===== src/rtl/pulse_width_meter_if.sv =====
// rtl/pulse_width_meter_if.sv - result handshake bundle for pulse_width_meter
interface pulse_width_meter_if #(
    parameter int CNT_W = 16
);
    logic             meas_valid;
    logic             meas_ready;
    logic [CNT_W-1:0] meas_width;
    logic             meas_ovf;
    logic             meas_lost;

    modport master (output meas_valid, meas_width, meas_ovf, meas_lost, input meas_ready);
    modport slave  (input meas_valid, meas_width, meas_ovf, meas_lost, output meas_ready);
endinterface


===== src/rtl/pulse_width_meter.sv =====
// rtl/pulse_width_meter.sv - microsecond pulse high-time meter with valid/ready result
// Build option: PULSE_PERIOD_EN measures rise-to-rise period instead of high time.
module pulse_width_meter #(
    parameter int CLK_PER_US = 50,
    parameter int CNT_W      = 16
) (
    input  logic                CLK_50M,
    input  logic                RST,
    input  logic                sig_in,
    output logic                busy,
    pulse_width_meter_if.master meas
);
    localparam int               PW       = $clog2(CLK_PER_US);
    localparam logic [PW-1:0]    PRE_LAST = PW'(CLK_PER_US - 1);
    localparam logic [PW-1:0]    PRE_TICK = PW'(CLK_PER_US - 2);
    localparam logic [CNT_W-1:0] CNT_MAX  = '1;
    localparam logic [CNT_W-1:0] CNT_NEAR = CNT_W'(CNT_MAX - 1'b1);

    typedef enum logic [1:0] {IDLE, MEASURE, DONE} state_t;

    state_t           state;
    logic             s1, s2, s3;
    logic [2:0]       primed;
    logic [PW-1:0]    pre;
    logic [CNT_W-1:0] cnt;
    logic             ovf_int;
    logic             rise, fall, end_evt, tick;

    // Edges only count once s3 holds a real sample, so a level already high
    // at reset release never looks like a rising edge.
    assign rise = s2 & ~s3 & primed[2];
    assign fall = ~s2 & s3 & primed[2];
`ifdef PULSE_PERIOD_EN
    assign end_evt = rise;
`else
    assign end_evt = fall;
`endif
    // The rise cycle is the first clock of the first microsecond, so the
    // count increments as the prescaler reaches its terminal value.
    assign tick = (pre == PRE_TICK);

    always_ff @(posedge CLK_50M) begin
        if (RST) begin
            state           <= IDLE;
            s1              <= 1'b0;
            s2              <= 1'b0;
            s3              <= 1'b0;
            primed          <= '0;
            pre             <= '0;
            cnt             <= '0;
            ovf_int         <= 1'b0;
            busy            <= 1'b0;
            meas.meas_valid <= 1'b0;
            meas.meas_width <= '0;
            meas.meas_ovf   <= 1'b0;
            meas.meas_lost  <= 1'b0;
        end else begin
            s1     <= sig_in;
            s2     <= s1;
            s3     <= s2;
            primed <= {primed[1:0], 1'b1};
            case (state)
                IDLE: begin
                    if (rise) begin
                        state   <= MEASURE;
                        busy    <= 1'b1;
                        pre     <= '0;
                        cnt     <= '0;
                        ovf_int <= 1'b0;
                    end
                end
                MEASURE: begin
                    if (end_evt) begin
                        state <= DONE;
                        busy  <= 1'b0;
                    end else begin
                        pre <= (pre == PRE_LAST) ? '0 : pre + 1'b1;
                        if (tick) begin
                            if (cnt != CNT_MAX) cnt <= cnt + 1'b1;
                            if (cnt >= CNT_NEAR) ovf_int <= 1'b1;
                        end
                    end
                end
                DONE: begin
                    if (!meas.meas_valid) begin
                        meas.meas_width <= cnt;
                        meas.meas_ovf   <= ovf_int;
                        meas.meas_valid <= 1'b1;
                    end else if (meas.meas_ready) begin
                        meas.meas_valid <= 1'b0;
                        meas.meas_lost  <= rise;
                        state           <= IDLE;
                    end else if (rise) begin
                        meas.meas_lost <= 1'b1;
                    end
                end
                default: begin
                    state <= IDLE;
                    busy  <= 1'b0;
                end
            endcase
        end
    end
endmodule


===== src/flat_wrapper.sv =====
// flat-port wrapper written by rule: the top's interface ports become plain ports
module pulse_width_meter_flat 
#(
    parameter int CLK_PER_US = 50,
    parameter int CNT_W      = 16
)
  (CLK_50M, RST, sig_in, busy, meas_meas_valid, meas_meas_width, meas_meas_ovf, meas_meas_lost, meas_meas_ready);
  pulse_width_meter_if #(.CNT_W(CNT_W)) meas_i ();
  input  logic CLK_50M;
  input  logic RST;
  input  logic sig_in;
  output logic busy;
  output wire logic [$bits(meas_i.meas_valid)-1:0] meas_meas_valid;
  output wire logic [$bits(meas_i.meas_width)-1:0] meas_meas_width;
  output wire logic [$bits(meas_i.meas_ovf)-1:0] meas_meas_ovf;
  output wire logic [$bits(meas_i.meas_lost)-1:0] meas_meas_lost;
  input wire logic [$bits(meas_i.meas_ready)-1:0] meas_meas_ready;
  assign meas_meas_valid = meas_i.meas_valid;
  assign meas_meas_width = meas_i.meas_width;
  assign meas_meas_ovf = meas_i.meas_ovf;
  assign meas_meas_lost = meas_i.meas_lost;
  assign meas_i.meas_ready = meas_meas_ready;
  pulse_width_meter #(.CLK_PER_US(CLK_PER_US), .CNT_W(CNT_W)) u_core (.CLK_50M(CLK_50M), .RST(RST), .sig_in(sig_in), .busy(busy), .meas(meas_i));
endmodule

===== config.mk =====
export PLATFORM = sky130hd
export DESIGN_NAME = pulse_width_meter_flat
export DESIGN_NICKNAME = d
export VERILOG_FILES = /design/src/rtl/pulse_width_meter_if.sv /design/src/rtl/pulse_width_meter.sv /design/src/flat_wrapper.sv
export SDC_FILE = /design/constraint.sdc
export NUM_CORES = 1
export LEC_CHECK = 0
export ABC_AREA = 1
export CAP_MARGIN = 20
export CORE_UTILIZATION = 55
export DETAILED_ROUTE_END_ITERATION = 10
export MAX_ROUTING_LAYER = met4
export PLACE_DENSITY = 0.77
export SLEW_MARGIN = 20
export SYNTH_ARGS = -nofsm -noshare
export SYNTH_HDL_FRONTEND = slang
export SYNTH_SLANG_ARGS = --single-unit

===== constraint.sdc =====
create_clock -name CLK_50M -period 2.8 [get_ports CLK_50M]
set_clock_uncertainty 0.15 [all_clocks]
set_input_delay 0.56 -clock CLK_50M [delete_from_list [all_inputs] [get_ports CLK_50M]]
set_output_delay 0.56 -clock CLK_50M [all_outputs]
set_load 0.005 [all_outputs]

==> impl_results.md, run 1 <==
- Critical path cell sequence: clkdlybuf4s50_1
- Critical Setup Path Class: reg -> out
- 1st-pass router iterations: 4
- Worst slew margin: 48.5%
- CTS max path bufs: 2
- Most frequent cells in the layout: nand2_1, dfxtp_1, inv_1, nor2_1, a21oi_1
- Later-pin clock latency in the skew report: 0.30 ns
- Worst-margin pin slew: 0.772 ns
- Pleak: 1.05 nW
- Bufs and invs on worst path: 1
- PostCTS Resize Cnt: 0
- Pwr dens: 414 nW/um2
- Clock-pin slew on the worst setup and hold paths: 0.08 ns
- CP required: 2.09 ns
- DRC errors left: 0
- Routability cong.: 0.837
- Post-synthesis sequential area ratio: 41.1%
- Worst hold path class: reg -> reg
- GRT Total Usage: 21.4%
- Max-cap violations: 0
- Worst vdd ir: 0.236 mV
- Total CTS buffers: 5
- Reg2reg setup slack: 0.88 ns
- Vias: 2147
- Unrepaired setup endpoints after global routing: no
- First-pass GRT wire length: 8140 um
- Outcome: completed
- Max-slew violations: 0
- Leading cell type in the layout, fill and taps excluded: nand2_1
- Crit. End Element: output port
- Main combinational cell family by area after synthesis: simple AND/OR/NAND/NOR gates
- Core ar.: 4350 um2
- Share of synthesized cell area in full adder, half adder and majority cells: 2.52%
- Mapped Cells: 347
- Post-DR wirelength/cell: 10.9 um
- Crit-path max cell delay: 0.52 ns
- Post-route ant nets: 0
- Simple-gate share of the synthesized area: 30.6%
- Final Hold Viols: 0
- Crit path arrival time: 1.21 ns
- Crit path time final: 1.92 ns
- Final setup fails: 0
- Non-filler instance count after layout: 419
- Hold Path Cell Cnt: 2
- Period Utilization, post-route: 68.5%
- Synth Area per Inst: 7.15 um2
- CP top delay family: buffers and inverters
- Final HPWL DP: 3310 um
- Yosys cell types: 31
- Cells on worst reg2reg path: 10
- Starting Density: 57.0%
- TritonCTS clock tree: done
- Initial drt markers: 126
- Die area: 4790 um2
- Std cell rows: 24
- Crit path launch type: flip-flop
- Hold buffer count at cts: 0
- N_diodes: 0
- Synthesized cell area: 2480 um2
- Die height: 69.2 um
- Placed insts: 413
- XOR/XNOR Fraction of Synth Area: 1.76%
- Die X: 69.2 um
- Setup TNS: 0 ns
- Fill count: 383
- FF+latch count, synth: 51
- Share of cells above drive strength 1: 7.36%
- Fmax: 521 MHz
- Post-layout net count: 377
- Crit-path max FO: 5
- WL final: 4570 um
- Yosys warnings: 0
- Vias per cell: 5.12
- IO Pins: 24
- Final core utilization: 64.4%
- H-tree depth: 2
- Compound-Gate Fraction of Synth Area: 13.1%
- Postcts setup bufs: 0
- Root Buffer: clkbuf_8
- Mux cell area share after synthesis: 0%
- Post-Syn Nets: 356
- Area growth syn-to-layout: 13.0%
- Overflow after GRT: 0
- CP max-delay cell: clkdlybuf4s50_1
- Levels on crit path: 1
- Number of global-route vias before repair: 1904
- Largest net degree at the start of global routing: 28
- Port Buffers: 23
- Clock Sink Count: 51
- Antenna violations before repair: 0
-- sequential cells by signal (all words and copies together) (netlist names), 2 cells and up --
name                    flops
u_core.cnt                 16
u_core.meas.meas_width     16
u_core.pre                  6
u_core.primed               3
u_core.state                2
-- logic make-up (layout without fill, tap and decap cells) --
group,Yosys count,in the layout
simple gates,160,160
buf+inv,65,85
compound gates,61,61
flops,51,51
fa+ha+maj,5,5
xor+xnor,5,5
-- metal layers --
| metal | up-vias | routed length [um] | track usage [%] |
|---|---|---|---|
| li1 | 1136 | - | - |
| met1 | 949 | 2200 | 27.6 |
| met2 | 54 | 2080 | 33.9 |
| met3 | 8 | 218 | 4.36 |
| met4 | 0 | 68 | 6.80 |
| met5 | - | 0 | - |
-- report_power, final --
group          leakage (nW)  switching [W]  total [W]  internal [W]
clock network        0.0371       0.000217   0.000384      0.000167
logic                 0.597      0.0000287  0.0000441     0.0000154
registers             0.412     0.00000353   0.000734      0.000730
-- final timing paths --
kind	start	to
worst max-delay path	u_core.meas.meas_valid	meas_meas_valid
worst min-delay path	u_core.s1	u_core.s2
worst max register to register	u_core.cnt[1]	u_core.cnt[9]
worst min register to register	u_core.s1	u_core.s2
-- synthesized netlist by cell type --
| library cell | number | area share [%] |
|---|---|---|
| o21ai_0 | 14 | 2.8 |
| buf_1 | 1 | 0.15 |
| a211oi_1 | 1 | 0.30 |
| or2_1 | 1 | 0.25 |
| nor3_1 | 5 | 1.0 |
| nor2_8 | 3 | 2.4 |
| a21oi_1 | 34 | 6.9 |
| clkbuf_2 | 1 | 0.20 |
| clkbuf_1 | 4 | 0.60 |
| nor2_1 | 49 | 7.4 |
| inv_1 | 49 | 7.4 |
| nor2_4 | 2 | 0.91 |
| nand4_1 | 5 | 1.3 |
| ha_1 | 5 | 2.5 |
| a21oi_2 | 3 | 1.1 |
| nand2_1 | 66 | 10 |
| xnor2_1 | 1 | 0.35 |
| buf_4 | 2 | 0.60 |
| dfxtp_1 | 51 | 41 |
| nand2_4 | 3 | 1.4 |
| buf_2 | 3 | 0.60 |
| nand3_4 | 1 | 0.71 |
| o21bai_1 | 1 | 0.30 |
| xor2_1 | 4 | 1.4 |
| nand2_2 | 3 | 0.76 |
| nand3_1 | 21 | 4.2 |
| nand3b_1 | 1 | 0.30 |
| a21boi_0 | 1 | 0.30 |
| inv_2 | 3 | 0.45 |
| o21ai_1 | 7 | 1.4 |
| buf_6 | 2 | 0.91 |
-- tightest hold or removal path: stages (launching register included) --
cell     delay [ns]
dfxtp_1        0.30
inv_1          0.04
nor2_1         0.03
-- per-stage QoR --
stage | instance area, um2 | power, W | worst slack (ns) | hold WS [ns]
final | 2800 | 0.00116 | 0.881 | 0.254
after global routing | 2800 | 0.00121 | 0.685 | 0.270
after CTS | 2800 | 0.00118 | 0.869 | 0.258
after detailed placement | 2730 | 0.000795 | 0.822 | 0.246
after global placement | 2730 | 0.000794 | 0.892 | 0.239
after floorplan | 2480 | 0.000781 | 1.06 | 0.238
-- area by class of cell --
type / count / area, um2 / area share [%]
Multi-Input combinational cell: 231 / 1190 / 42.4
Sequential cell: 51 / 1020 / 36.4
Timing Repair Buffer: 27 / 260 / 9.28
Inverter: 52 / 195 / 6.96
Clock buffer: 6 / 72.6 / 2.59
Tap cell: 52 / 65.1 / 2.32
Power figures use the tool's default switching activity.
==> inputs of run 2 (changes only) <==
- clock period: 2.8 -> 1.86 ns (I/O delays scaled with it)
==> run 2 against run 1 <==
Compared with the run above: worst setup slack worse by 0.77 ns; combinational power up 59%; sequential power up 50%; critical path depth unchanged; non-clock buffer count up 10; routed wire length up 5.9%; core utilization up 2.0 points; sequential share of layout area down 1.1 points; power up 54%; flip-flop and latch count unchanged; final area up 3.1%; register-to-register slack worse by 0.74 ns; largest power group unchanged; highest routed layer unchanged; critical endpoint unchanged; largest cell class unchanged.
==> impl_results.md, run 2 (synthesized netlist as in run 1, its figures left out) <==
- Later-pin clock latency in the skew report: 0.31 ns (about the same)
- Die height: 69.2 um (unchanged)
- Final setup fails: 0 (unchanged)
- Crit path arrival time: 1.23 ns (+0.02 ns)
- Largest net degree at the start of global routing: 35 (+25%)
- CP required: 1.34 ns (-0.75 ns)
- Worst-margin pin slew: 0.299 ns (-0.473 ns)
- Max-cap violations: 0 (unchanged)
- Starting Density: 57.0% (unchanged)
- Std cell rows: 24 (unchanged)
- Worst slew margin: 80.0% (+32 points)
- Core ar.: 4350 um2 (unchanged)
- Root Buffer: clkbuf_8
- DRC errors left: 0 (unchanged)
- H-tree depth: 2 (unchanged)
- Worst hold path class: reg -> reg
- Overflow after GRT: 0 (unchanged)
- N_diodes: 0 (unchanged)
- Crit path time final: 1.75 ns
- IO Pins: 24 (unchanged)
- Antenna violations before repair: 0 (unchanged)
- Final HPWL DP: 3400 um (+2.8%)
- Crit-path max FO: 5 (unchanged)
- Regs by FF count: u_core.cnt x16, u_core.meas.meas_width x16, u_core.pre x6
- Die X: 69.2 um (unchanged)
- Pleak: 1.11 nW (+6.1%)
- 1st-pass router iterations: 4 (unchanged)
- TritonCTS clock tree: done
- WL final: 4840 um (+5.9%)
- Outcome: completed
- Critical Setup Path Class: reg -> out
- Post-route ant nets: 0 (unchanged)
- Share of cells above drive strength 1: 10.6% (+3.2 points)
- CP top delay family: buffers and inverters
- CTS max path bufs: 2 (unchanged)
- Crit path launch type: flip-flop
- Critical path cell sequence: clkdlybuf4s50_1
- Leading cell type in the layout, fill and taps excluded: nand2_1
- Fmax: 572 MHz
- First-pass GRT wire length: 8690 um (+6.7%)
- CP max-delay cell: clkdlybuf4s50_1
- Worst vdd ir: 0.542 mV (+130%)
- GRT Total Usage: 22.9% (+1.5 points)
- Bufs and invs on worst path: 1 (unchanged)
- Vias: 2172 (+1.2%)
- Pwr dens: 618 nW/um2 (+49%)
- Hold buffer count at cts: 0 (unchanged)
- Setup TNS: 0 ns (unchanged)
- PnR Total Power: 0.00179 W (+54%)
- Final Hold Viols: 0 (unchanged)
- Crit. End Element: output port
- Post-DR wirelength/cell: 11.2 um (+3.0%)
- Fill count: 397 (+3.7%)
- Vias per cell: 5.04 (-1.7%)
- Crit-path max cell delay: 0.53 ns (about the same)
- Post-layout net count: 387 (+2.7%)
- Unrepaired setup endpoints after global routing: no
- Port Buffers: 23 (unchanged)
- Period Utilization, post-route: 94.0%
- Clock-pin slew on the worst setup and hold paths: 0.08 ns (about the same)
- Number of global-route vias before repair: 2012 (+5.7%)
- Most frequent cells in the layout: nand2_1, dfxtp_1, inv_1, nor2_1, a21oi_1
- Total CTS buffers: 5 (unchanged)
- Area growth syn-to-layout: 16.5%
- Max-slew violations: 0 (unchanged)
- Die area: 4790 um2 (unchanged)
- Clock Sink Count: 51 (unchanged)
- Initial drt markers: 199 (+58%)
- Routability cong.: 0.844 (+0.88%)
==> run 2: cell count changes in the layout (fill, tap and decap cells not counted) <==
cell      change
nand2_2       +1
clkbuf_1      +1
buf_4        +10
dfxtp_1       -1
nand2_1       -1
clkinv_2      +1
dfxtp_2       +1
==> run 2: where the power goes <==
part | switching (W) | total (W) | internal (W)
Combinational | 0.0000457 | 0.0000702 | 0.0000245
Clock | 0.000347 | 0.000612 | 0.000265
Sequential | 0.00000437 | 0.00110 | 0.00110
Total | 0.000397 | 0.00179 | 0.00139
==> run 2: final timing paths <==
check | start | endpoint | slack (ns) | depth (start not counted)
setup / recovery | u_core.meas.meas_valid | meas_meas_valid | 0.11 | 1
setup reg to reg | u_core.cnt[0] | u_core.cnt[12] | 0.14 | 10
hold reg to reg | u_core.s1 | u_core.s2 | 0.26 | 2
hold / removal | u_core.s1 | u_core.s2 | 0.26 | 2
==> run 2: routing by layer <==
| layer | global-route usage, % | routed length [um] | vias up |
|---|---|---|---|
| met5 | - | 0 | - |
| met4 | 7.71 | 77 | 0 |
| met3 | 4.36 | 230 | 6 |
| met2 | 38.1 | 2250 | 42 |
| met1 | 28.0 | 2280 | 975 |
| li1 | - | - | 1149 |
==> run 2: final cells by class <==
type,instances,area (um2),area share (%)
clock buffers,7,76.3,2.64
clock inverters,1,5.00,0.173
inverters,52,195,6.75
multi-input cells,231,1190,41.2
flip-flops and latches,51,1020,35.4
well taps,52,65.1,2.25
repair buffers,37,335,11.6
==> run 2: stage by stage <==
stage / instances / util [%] / worst slack (ns) / area, um2 / hold WS [ns]
after detailed placement: 419 / 63.8 / 0.103 / 2780 / 0.250
after floorplan: 347 / - / 0.119 / 2480 / 0.238
after global placement: 419 / 63.8 / 0.180 / 2780 / 0.242
final: 431 / 66.4 / 0.112 / 2890 / 0.260
after CTS: 427 / 65.6 / 0.0846 / 2860 / 0.264
after global routing: 431 / 66.4 / 0.00116 / 2890 / 0.287
==> run 2: what timing repair did <==
action,in CTS,in global routing
endpoints found under the setup margin,0,4
setup buffers,0,4
gates resized for setup,0,2
